==> config.mk <==
export PLATFORM = sky130hd
export DESIGN_NAME = apb_initiator
export DESIGN_NICKNAME = d
export VERILOG_FILES = /design/src/rtl/apb_initiator.sv
export SDC_FILE = /design/constraint.sdc
export NUM_CORES = 1
export LEC_CHECK = 0
export ABC_AREA = 1
export BUFFER_PORTS_ARGS = -buffer_cell sky130_fd_sc_hd__buf_2
export CAP_MARGIN = 30
export CORE_AREA = 2 2 152 154
export DETAILED_ROUTE_END_ITERATION = 16
export DIE_AREA = 0 0 154 156
export PLACE_DENSITY_LB_ADDON = 0.08
export SYNTH_ARGS = -nofsm -noshare
export SYNTH_HDL_FRONTEND = slang
export SYNTH_SLANG_ARGS = --single-unit
==> constraint.sdc <==
create_clock -name clk -period 1.7 [get_ports clk]
set_clock_uncertainty 0.15 [all_clocks]
set_input_delay 0 -clock clk [delete_from_list [all_inputs] [get_ports clk]]
set_output_delay 0 -clock clk [all_outputs]
set_load 0.05 [all_outputs]
==> src/rtl/apb_initiator.sv <==
// -----------------------------------------------------------------------------
// apb_initiator
//   Turns a simple valid/ready command into one APB transfer and returns the
//   result on a valid/ready response channel. Only one transfer is ever in
//   flight. A transfer whose completer never raises pready within TIMEOUT
//   ACCESS cycles is abandoned and reported with rsp_timeout=1.
//
// Parameters
//   addrWidth  APB address width
//   dataWidth  APB read/write data width
//   TIMEOUT    ACCESS cycles allowed before the transfer is abandoned (2..255)
//
// Ports
//   clk, rst_n                 clock (rising edge), asynchronous active-low reset
//   cmd_valid/cmd_ready        command handshake; cmd_ready is high only in IDLE
//   cmd_write/addr/wdata       command payload (1 = write)
//   rsp_valid/rsp_ready        response handshake
//   rsp_rdata, rsp_timeout     read data (0 for writes and timeouts), abort flag
//   paddr/pwrite/psel/penable/pwdata   APB requester outputs, all registered
//   prdata, pready             APB completer inputs
// -----------------------------------------------------------------------------
module apb_initiator #(
  parameter int addrWidth = 8,
  parameter int dataWidth = 91,
  parameter int TIMEOUT   = 16
) (
  input  logic                 clk,
  input  logic                 rst_n,
  input  logic                 cmd_valid,
  output logic                 cmd_ready,
  input  logic                 cmd_write,
  input  logic [addrWidth-1:0] cmd_addr,
  input  logic [dataWidth-1:0] cmd_wdata,
  output logic                 rsp_valid,
  input  logic                 rsp_ready,
  output logic [dataWidth-1:0] rsp_rdata,
  output logic                 rsp_timeout,
  output logic [addrWidth-1:0] paddr,
  output logic                 pwrite,
  output logic                 psel,
  output logic                 penable,
  output logic [dataWidth-1:0] pwdata,
  input  logic [dataWidth-1:0] prdata,
  input  logic                 pready
);

  typedef enum logic [1:0] {
    IDLE   = 2'd0,
    SETUP  = 2'd1,
    ACCESS = 2'd2,
    RESP   = 2'd3
  } state_t;

  // Value of the wait counter on the last ACCESS cycle a transfer may use.
  localparam logic [7:0] LAST_WAIT = 8'(TIMEOUT - 1);

  state_t                 state_q,       state_d;
  logic [addrWidth-1:0]   paddr_q,       paddr_d;
  logic                   pwrite_q,      pwrite_d;
  logic [dataWidth-1:0]   pwdata_q,      pwdata_d;
  logic                   psel_q,        psel_d;
  logic                   penable_q,     penable_d;
  logic                   rsp_valid_q,   rsp_valid_d;
  logic [dataWidth-1:0]   rsp_rdata_q,   rsp_rdata_d;
  logic                   rsp_timeout_q, rsp_timeout_d;
  logic [7:0]             wait_cnt_q,    wait_cnt_d;

  always_ff @(posedge clk or negedge rst_n) begin
    if (!rst_n) begin
      state_q       <= IDLE;
      paddr_q       <= '0;
      pwrite_q      <= 1'b0;
      pwdata_q      <= '0;
      psel_q        <= 1'b0;
      penable_q     <= 1'b0;
      rsp_valid_q   <= 1'b0;
      rsp_rdata_q   <= '0;
      rsp_timeout_q <= 1'b0;
      wait_cnt_q    <= '0;
    end else begin
      state_q       <= state_d;
      paddr_q       <= paddr_d;
      pwrite_q      <= pwrite_d;
      pwdata_q      <= pwdata_d;
      psel_q        <= psel_d;
      penable_q     <= penable_d;
      rsp_valid_q   <= rsp_valid_d;
      rsp_rdata_q   <= rsp_rdata_d;
      rsp_timeout_q <= rsp_timeout_d;
      wait_cnt_q    <= wait_cnt_d;
    end
  end

  always_comb begin
    state_d       = state_q;
    paddr_d       = paddr_q;
    pwrite_d      = pwrite_q;
    pwdata_d      = pwdata_q;
    psel_d        = psel_q;
    penable_d     = penable_q;
    rsp_valid_d   = rsp_valid_q;
    rsp_rdata_d   = rsp_rdata_q;
    rsp_timeout_d = rsp_timeout_q;
    wait_cnt_d    = wait_cnt_q;

    case (state_q)
      IDLE: begin
        if (cmd_valid) begin
          paddr_d    = cmd_addr;
          pwrite_d   = cmd_write;
          pwdata_d   = cmd_wdata;
          psel_d     = 1'b1;
          penable_d  = 1'b0;
          wait_cnt_d = '0;
          state_d    = SETUP;
        end
      end

      // pready is deliberately not looked at here: SETUP is always one cycle.
      SETUP: begin
        penable_d = 1'b1;
        state_d   = ACCESS;
      end

      ACCESS: begin
        if (pready) begin
          // Completion wins even on the last allowed cycle.
          rsp_rdata_d   = pwrite_q ? '0 : prdata;
          rsp_timeout_d = 1'b0;
          rsp_valid_d   = 1'b1;
          psel_d        = 1'b0;
          penable_d     = 1'b0;
          state_d       = RESP;
        end else if (wait_cnt_q == LAST_WAIT) begin
          rsp_rdata_d   = '0;
          rsp_timeout_d = 1'b1;
          rsp_valid_d   = 1'b1;
          psel_d        = 1'b0;
          penable_d     = 1'b0;
          state_d       = RESP;
        end else begin
          wait_cnt_d = wait_cnt_q + 8'd1;
        end
      end

      RESP: begin
        if (rsp_ready) begin
          rsp_valid_d = 1'b0;
          state_d     = IDLE;
        end
      end

      default: begin
        state_d = IDLE;
      end
    endcase
  end

  assign cmd_ready   = (state_q == IDLE);
  assign rsp_valid   = rsp_valid_q;
  assign rsp_rdata   = rsp_rdata_q;
  assign rsp_timeout = rsp_timeout_q;
  assign paddr       = paddr_q;
  assign pwrite      = pwrite_q;
  assign psel        = psel_q;
  assign penable     = penable_q;
  assign pwdata      = pwdata_q;

endmodule

==> flow_summary.toml, run 1 <==
[worst_setup_path]
crit_path_max_fanout = 39
rrSetupSlack_ps = 20
worstSetupStartpoint = "wait_cnt_q[0]$_DFFE_PN0P_"
worstSetupEndpointType = "flop"
crit_required_ps = 1940
reg2reg_from = "wait_cnt_q[0]$_DFFE_PN0P_"
arrival_ps = 1920
cp-start-kind = "flop"
crit_type = "flop to flop"

[yosys]
synthCells = 932
yosys.area.top_type = "dfrtp_1"
synth-seq-cells = 205
synthTopCellsByCount = "nand2_1 (523), dfrtp_1 (205), nand3_1 (104), clkbuf_1 (27), inv_1 (14)"
yosysSeqAreaShare_pct = 62.3
syn_area_um2 = 8240
async_flop_share_pct = 100
syn-num-nets = 1135
synth_warnings = 0
syn_area_per_cell_um2 = 8.84
synth_edf_count = 0
synth_top_area_share_pct = 62.3
synth_flop_cell = "dfrtp_1"
synth.most_common_cell = "nand2_1"
synth.distinct_cells = 24
synthTopCellsByArea = "dfrtp_1 (62%), nand2_1 (24%), nand3_1 (6.3%), buf_6 (1.6%), clkbuf_1 (1.2%)"

[clock_network]
clockBufferDepth = 3
h-tree-depth = 1
cts.clk_slew.worst_paths_ps = 60
clock_latency_ps = 510
numCtsBuffers = 24
cts_tree = "yes"
clock_sinks = 205
clk_root_buffer_cell = "clkbuf_16"

[timing]
post-route-period-util_pct = 98.9
min_period_ps = 1680
slew_viol_final = 0
hold_violations = 0
setup_ws_ps = 19.2
setup_viol = 0
relSlewSlack_pct = 77.2
max_slew.worst_pin.slew_ps = 342
max_freq_mhz = 595
rsz0062_at_grt = "true"

[power]
switchingPower_mw = 14.4
intPower_mw = 13.6
seqPwrFrac_pct = 29.0
p_clk_share_pct = 17.6
p_leak_nw = 7.69
peakVddDrop_uv = 1440
power.density_nw_per_um2 = 2060
post-layout-total-power_mw = 28.0
combPwrFrac_pct = 53.4
swShare_pct = 51.6

[floorplanning]
core_area_um2 = 22400
dieArea_um2 = 24000
ios = 392
num_rows = 55
start_util_pct = 36.8
die_y_um = 156
die_w_um = 154

[layout]
nets = 1741
area_delta_synth_final_pct = 64.9
final_layout_size_suffix_gt1_share_pct = 31.7

[global_routing]
antenna_found_initial = 1
grt_pass1_vias = 8400
grt_pass1_wl_um = 44100
track_usage_pct = 22.5
grt_max_degree = 70
grt_overflow = 0

[routing]
drc = 0
ant_nets = 0
dr.pass1.iters = 4
routed_wirelength_um = 27900
drtIter0Drc = 459
viasPerCell = 4.51
vias = 8293
wire_per_inst_um = 15.2

[placement]
port_buffers = 391
place.detailed.hpwl_um = 18500
dp_slack_ps = 28.5
place.gp.congestion = 0.805

[run]
drv_cap = 0

[outcome]
outcome = "complete, no violations"

[min_path]
hp-start = "cmd_wdata[82]"
hold_class = "primary input to flop"
area by class of cell:
cell class	count	area, um^2
Sequential cell	205	5130
Inverter	16	67.6
Clock inverter	6	61.3
Tap cell	285	357
Fill cell	1909	8780
Timing Repair Buffer	630	4460
Clock buffer	32	682
Antenna cell	3	7.51
Multi-Input combinational cell	661	2820
path summary, 6_finish.rpt:
| kind | cells after the start | to |
|---|---|---|
| max in group asynchronous | 4 | pwdata[13]$_DFFE_PN0P_ |
| min in group asynchronous | 3 | rsp_rdata[87]$_DFFE_PN0P_ |
| max reg2reg | 9 | rsp_rdata[72]$_DFFE_PN0P_ |
| min reg2reg | 2 | rsp_rdata[45]$_DFFE_PN0P_ |
| max | 9 | rsp_rdata[72]$_DFFE_PN0P_ |
| min | 4 | pwdata[82]$_DFFE_PN0P_ |
per-stage QoR:
| stage | utilization [%] | instances | area [um^2] | TNS [ps] | hold slack, ps |
|---|---|---|---|---|---|
| 3_5_place_dp | 48.1 | 1596 | 10700 | 0 | -239 |
| 6_report | 60.7 | 1838 | 13600 | 0 | 72.4 |
| 2_1_floorplan | - | 932 | 8250 | 0 | -446 |
| 5_1_grt | 60.7 | 1836 | 13600 | -5180 | 63.0 |
| 3_3_place_gp | 48.1 | 1596 | 10700 | 0 | -239 |
| 4_1_cts | 60.1 | 1830 | 13500 | 0 | 48.2 |
logic make-up (layout without fill, tap and decap cells):
family          after synthesis  in the layout  synth area share [%]
xor+xnor                      2              2                 0.213
fa+ha+maj                     7              7                  1.06
buf+inv                      66            684                  4.27
compound gates                6              6                 0.395
flops                       205            205                  62.3
simple gates                646            646                  31.8
other cells                   0              3                     0
layer usage:
| layer | track usage, % | vias to the layer above | wire length, um |
|---|---|---|---|
| met4 | 6.63 | 0 | 710 |
| met1 | 28.0 | 3825 | 11600 |
| met5 | 0 | - | 0 |
| met3 | 5.69 | 51 | 2120 |
| met2 | 38.8 | 309 | 13500 |
| li1 | - | 4108 | - |
sequential cells by signal, summed over array words and instances, names as in the netlist:
register     count
psel             1
rsp_timeout      1
rsp_rdata       91
state_q          2
wait_cnt_q       8
penable          1
pwdata          91
rsp_valid        1
pwrite           1
paddr            8
repair_timing:
action / 4_1_cts / 5_1_grt
setup buffers: 0 / 4
hold buffers: 196 / 0
resized for setup: 0 / 14
hold endpoints to repair: 402 / 0
setup endpoints to repair: 0 / 101
power groups by stage:
stage / logic (mW) / registers [mW] / clock network [mW]
global placement: 14.4 / 8.11 / 0
floorplan: 3.36 / 15.2 / 0
finish: 15.0 / 8.12 / 4.92
global route: 15.9 / 8.37 / 5.26
detailed placement: 14.5 / 8.08 / 0
CTS: 14.9 / 8.08 / 5.06
worst max-delay path: stages (launching register included):
cell and delay, ps:
dfrtp_1 350, ha_2 190, nand2_2 70, nor2_4 150, nand4_4 110, nand2_4 140
inv_8 70, buf_12 170, nand2_1 70, nand2_1 50
cells in the final DEF (no fill, tap or decap), types with 5 or more instances in the layout:
cell and n:
dfrtp_1 204, buf_12 12, o21ai_0 5, nand3_1 103, inv_1 13, nor2_1 5, nand2_1 519, clkbuf_16 27
dlygate4sd3_1 196, buf_4 29, buf_2 389
Note: power is estimated with default switching activity, not from simulation.
==> run 2, diff against run 1 <==
--- a/config.mk
+++ b/config.mk
@@ -6,11 +6,11 @@
 export NUM_CORES = 1
 export LEC_CHECK = 0
 export ABC_AREA = 1
-export BUFFER_PORTS_ARGS = -buffer_cell sky130_fd_sc_hd__buf_2
 export CAP_MARGIN = 30
-export CORE_AREA = 2 2 152 154
+export CORE_AREA = 2 2 151 153
 export DETAILED_ROUTE_END_ITERATION = 16
-export DIE_AREA = 0 0 154 156
+export DIE_AREA = 0 0 153 155
+export DONT_BUFFER_PORTS = 1
 export PLACE_DENSITY_LB_ADDON = 0.08
 export SYNTH_ARGS = -nofsm -noshare
 export SYNTH_HDL_FRONTEND = slang
==> constraint.sdc (replaced) <==
create_clock -name clk -period 1.5 [get_ports clk]
set_clock_uncertainty 0.15 [all_clocks]
set_input_delay 0 -clock clk [delete_from_list [all_inputs] [get_ports clk]]
set_output_delay 0 -clock clk [all_outputs]
set_load 0.05 [all_outputs]
==> run 2 against run 1 <==
- the run now ends with hold timing, setup timing left
- first-iteration DRC count up 22%
- maximum frequency down 0.14%
- clock-buffer cell count up 4
- core utilization up 5.7 points
- non-clock buffer count down 96
- setup slack worse by 200 ps
- design area up 8.8%
- wire length up 16%
- global-route usage up 1.7 points
- sequential share of layout area down 3.1 points
==> flow_summary.toml, run 2 (synthesis gave the netlist of run 1 again) <==
[worst_setup_path]
crit_path_max_fanout = 8
cp_slowest_cell = "dfrtp_1"
crit_cells = 8
path_buf_inv = 4
ff2ff_path_depth = 8
worstSetupEndpointType = "flop"
crit_required_ps = 1750
cpLargestDelayFamily = "buffers and inverters"
arrival_ps = 1930
reg2reg_from = "state_q[1]$_DFFE_PN0P_"
path_cells = "buf_6 -> inv_4 -> ha_4 -> nand2_8 -> buf_12 -> clkbuf_16 -> nand2_1 -> nand2_1"
crit_path_frequent_cell = "nand2_1"
slowest_delay_ps = 390
rrSetupSlack_ps = -180
crit_type = "flop to flop"
cp-start-kind = "flop"
r2r-end = "pwdata[5]$_DFFE_PN0P_"

[floorplanning]
num_rows = 55
dieArea_um2 = 23700
start_util_pct = 37.1
die_w_um = 153
core_area_um2 = 22200
die_y_um = 155
ios = 392

[global_routing]
grt_pass1_wl_um = 46600
track_usage_pct = 24.2
grt_max_degree = 206
antenna_found_initial = 0
grt_pass1_vias = 8600
grt_overflow = 0

[routing]
drc = 0
vias = 8512
drtIter0Drc = 562
routed_wirelength_um = 32300
wire_per_inst_um = 18.4
dr.pass1.iters = 7
ant_nets = 0
viasPerCell = 4.87

[timing]
min_period_ps = 1680
max_slew.worst_pin.slew_ps = 340
rsz0062_at_grt = "true"
fin_tns_setup_ps = -22290
setup_ws_ps = -183
max_freq_mhz = 594
hold_violations = 205
relSlewSlack_pct = 77.4
slew_viol_final = 0
setup_viol = 206
post-route-period-util_pct = 112
hold_slack_ps = -957

[outcome]
outcome = "complete, but fails checks"
violations = "hold timing, setup timing"

[clock_network]
clk_root_buffer_cell = "clkbuf_16"
cts.clk_slew.worst_paths_ps = 60
cts_tree = "yes"
clock_sinks = 205
numCtsBuffers = 25
clockBufferDepth = 3
clock_latency_ps = 500
h-tree-depth = 1

[layout]
final_common_cell = "nand2_1"
layout_common_cells = "nand2_1 (429), dlygate4sd3_1 (274), buf_4 (224), dfrtp_1 (205), nand3_1 (99)"
area_delta_synth_final_pct = 79.4
final_layout_size_suffix_gt1_share_pct = 29.0
diodes = 0
nets = 1649
final_area_um2 = 14800

[power]
p_leak_nw = 7.69
power.density_nw_per_um2 = 2420
peakVddDrop_uv = 1590

[min_path]
hold_class = "primary input to async pin"

[placement]
place.gp.congestion = 0.751
placed_area_um2 = 10200
dp_slack_ps = -263
place.detailed.hpwl_um = 16800
port_buffers = 0

[run]
drv_cap = 0
==> run 2: cell count changes in the layout (fill, tap and decap cells not counted), moves of 5 or more <==
cell,change
clkbuf_8,+5
buf_2,-389
nand2_2,+73
nand2_1,-90
nand2_4,+15
dlygate4sd3_1,+78
buf_4,+195
buf_6,+13
==> run 2: per-layer routing <==
layer  global-route usage [%]  share of wire [%]
met1                     29.4                 37
met2                     41.3                 50
met3                     6.43                8.3
met4                     9.66                4.3
met5                        0                  0
==> run 2: cell type report <==
cell class / instances / area, um^2
inverters: 16 / 105
clock inverters: 9 / 105
flip-flops and latches: 205 / 5130
repair inverters: 3 / 47.5
repair buffers: 534 / 5080
well taps: 285 / 357
clock buffers: 36 / 757
multi-input cells: 661 / 3190
fillers: 1658 / 7460
==> run 2: per-stage QoR <==
stage               power (mW)  std cells  util [%]  hold slack, ps
floorplan                 21.2        932         -            -446
global placement          26.5       1403      45.9            -441
detailed placement        26.6       1403      45.9            -441
CTS                       34.3       1734      63.9            -987
global route              37.2       1749      66.5            -981
finish                    35.7       1749      66.5            -957
==> run 2: what timing repair did <==
action,CTS,global route
cloned,7,10
endpoints found under the setup margin,206,206
hold endpoints to repair,410,207
buffers inserted,7,4
hold buffers,272,2
pin swaps,6,13
resized for setup,54,112
==> run 2: power by group <==
part / switching, mW / internal [mW] / leakage (nW)
combinational: 13.7 / 6.29 / 4.64
clock: 2.38 / 3.84 / 0.433
sequential: 1.55 / 7.90 / 2.62
total: 17.7 / 18.0 / 7.69
==> run 2: worst register-to-register path, cell delays in order (launching register included) <==
cell and delay [ps]:
dfrtp_1 390, buf_6 130, inv_4 50, ha_4 190, nand2_8 150, buf_12 190, clkbuf_16 160, nand2_1 90
nand2_1 70
==> run 2: how the worst max path moves through the flow <==
stage	startpoint	endpoint	slack [ps]
5_1_grt	state_q[0]$_DFFE_PN0P_	pwdata[19]$_DFFE_PN0P_	-250
2_1_floorplan	state_q[1]$_DFFE_PN0P_	wait_cnt_q[4]$_DFFE_PN0P_	-80
3_3_place_gp	wait_cnt_q[1]$_DFFE_PN0P_	wait_cnt_q[5]$_DFFE_PN0P_	-240
3_5_place_dp	wait_cnt_q[1]$_DFFE_PN0P_	wait_cnt_q[1]$_DFFE_PN0P_	-260
4_1_cts	state_q[1]$_DFFE_PN0P_	cmd_ready	-140
6_report	state_q[1]$_DFFE_PN0P_	pwdata[5]$_DFFE_PN0P_	-180
==> run 3, diff against run 2 <==
--- a/config.mk
+++ b/config.mk
@@ -11,7 +11,7 @@
 export DETAILED_ROUTE_END_ITERATION = 16
 export DIE_AREA = 0 0 153 155
 export DONT_BUFFER_PORTS = 1
-export PLACE_DENSITY_LB_ADDON = 0.08
+export PLACE_DENSITY_LB_ADDON = 0.1
 export SYNTH_ARGS = -nofsm -noshare
 export SYNTH_HDL_FRONTEND = slang
 export SYNTH_SLANG_ARGS = --single-unit
==> run 3 against run 2 <==
- the flow still finishes with violations (hold timing, setup timing)
- critical path type unchanged
- first-iteration DRC count shrank 1.4%
- core utilization down 5.0 points
- register-to-register slack better by 50 ps
- via count down 7.9%
- cell count down 4.6%
==> flow_summary.toml, run 3 (synthesis gave the netlist of run 1 again) <==
[timing]
max_slew.worst_pin.slew_ps = 343
max_freq_mhz = 612
hold_slack_ps = -965
hold_violations = 209
slew_viol_final = 0
fin_tns_setup_ps = -15340
setup_ws_ps = -134
rsz0062_at_grt = "true"
post-route-period-util_pct = 109
relSlewSlack_pct = 77.1
min_period_ps = 1630
setup_viol = 204

[routing]
dr.pass1.iters = 4
routed_wirelength_um = 27500
wire_per_inst_um = 16.5
drc = 0
viasPerCell = 4.70
vias = 7843
drtIter0Drc = 554
ant_nets = 0

[worst_setup_path]
worstSetupEndpointType = "flop"
path_cells = "ha_2 -> nand2_2 -> nor2_4 -> nand4_4 -> nand2_8 -> buf_16 -> nand3_1 -> nand2_1"
rrSetupSlack_ps = -130
crit_required_ps = 1790
ff2ff_path_depth = 8
cp-start-kind = "flop"
arrival_ps = 1920
slowest_delay_ps = 350
crit_path_max_fanout = 44
cp_slowest_cell = "dfrtp_1"
crit_type = "flop to flop"

[global_routing]
antenna_found_initial = 0
grt_pass1_vias = 7848
track_usage_pct = 21.2
grt_overflow = 0
grt_max_degree = 206
grt_pass1_wl_um = 41300

[outcome]
outcome = "complete, but fails checks"
violations = "hold timing, setup timing"

[layout]
layout_common_cells = "nand2_1 (493), buf_4 (225), dlygate4sd3_1 (206), dfrtp_1 (205), nand3_1 (98)"
final_common_cell = "nand2_1"
fin_cells = 1668
area_delta_synth_final_pct = 65.9
diodes = 0
final_layout_size_suffix_gt1_share_pct = 25.2
nets = 1575

[clock_network]
cts.clk_slew.worst_paths_ps = 60
clk_root_buffer_cell = "clkbuf_16"
clock_latency_ps = 500
h-tree-depth = 1
clock_sinks = 205
cts_tree = "yes"
clockBufferDepth = 3
numCtsBuffers = 23

[floorplanning]
core_area_um2 = 22200
die_w_um = 153
dieArea_um2 = 23700
ios = 392
start_util_pct = 37.1
die_y_um = 155
num_rows = 55

[placement]
dp.cells = 1413
place.detailed.hpwl_um = 16900
place.gp.congestion = 0.759
port_buffers = 0

[power]
p_leak_nw = 7.24
combPwrFrac_pct = 56.2
power.density_nw_per_um2 = 2480
p_clk_share_pct = 16.2
switchingPower_mw = 16.7
intPower_mw = 17.2
seqPwrFrac_pct = 27.5
peakVddDrop_uv = 1750
swShare_pct = 49.3
post-layout-total-power_mw = 33.8

[min_path]
hold_class = "primary input to async pin"

[run]
drv_cap = 0
## run 3: cell types whose count changed in the layout (fill, tap and decap cells not counted), sizes merged
cell	delta
inv	-2
clkinv	-6
buf	-4
bufinv	-1
dlygate4sd3	-68
## run 3: routing by layer
metal	up-vias	wire [um]	track usage [%]
li1	3771	-	-
met1	3718	10600	25.1
met2	310	13900	37.5
met3	44	2190	6.30
met4	0	720	6.39
met5	-	0	0
## run 3: area by class of cell
cell class	count	area (um^2)
clock buffers	34	687
clock inverters	2	35.0
fillers	1842	8560
inverters	16	80.1
multi-input cells	661	2970
flip-flops and latches	205	5130
well taps	285	357
repair buffers	464	4390
repair inverters	1	11.3
## run 3: timing repair
action | in CTS | in global routing
hold endpoints to repair | 410 | 317
setup buffers | 0 | 4
pin swaps | 0 | 7
gates resized for setup | 9 | 63
hold buffers | 193 | 13
gates cloned | 0 | 9
setup endpoints to repair | 205 | 205
## run 3: path summary, 6_finish.rpt
path,from,endpoint
max,wait_cnt_q[0]$_DFFE_PN0P_,rsp_rdata[20]$_DFFE_PN0P_
max in group asynchronous,rst_n,pwdata[50]$_DFFE_PN0P_
min reg2reg,rsp_rdata[48]$_DFFE_PN0P_,rsp_rdata[48]$_DFFE_PN0P_
min,rst_n,rsp_rdata[80]$_DFFE_PN0P_
min in group clk,cmd_wdata[5],pwdata[5]$_DFFE_PN0P_
max reg2reg,wait_cnt_q[0]$_DFFE_PN0P_,rsp_rdata[20]$_DFFE_PN0P_
## run 3: worst max-delay path, delay by kind of cell, from the launching register on
family / cells / cell delay, ps
adder cells (fa/ha/maj): 1 / 190
buffers and inverters: 1 / 210
flip-flops: 1 / 350
AND/OR/NAND/NOR: 6 / 630
## run 3: through the flow
| stage | util, % | worst slack (ps) | area, um^2 |
|---|---|---|---|
| 2_1_floorplan | - | -79.5 | 8400 |
| 3_3_place_gp | 46.7 | -140 | 10400 |
| 3_5_place_dp | 46.7 | -174 | 10400 |
| 4_1_cts | 58.9 | -136 | 13100 |
| 5_1_grt | 61.5 | -211 | 13700 |
| 6_report | 61.5 | -134 | 13700 |
## run 3: power groups by stage
stage               combinational [mW]  sequential, mW  clock (mW)
finish                            19.0            9.32        5.49
global route                      20.1            9.59        5.86
CTS                               18.2            9.22        5.64
detailed placement                17.7            9.23           0
global placement                  17.6            9.22           0
floorplan                         4.05            17.2           0
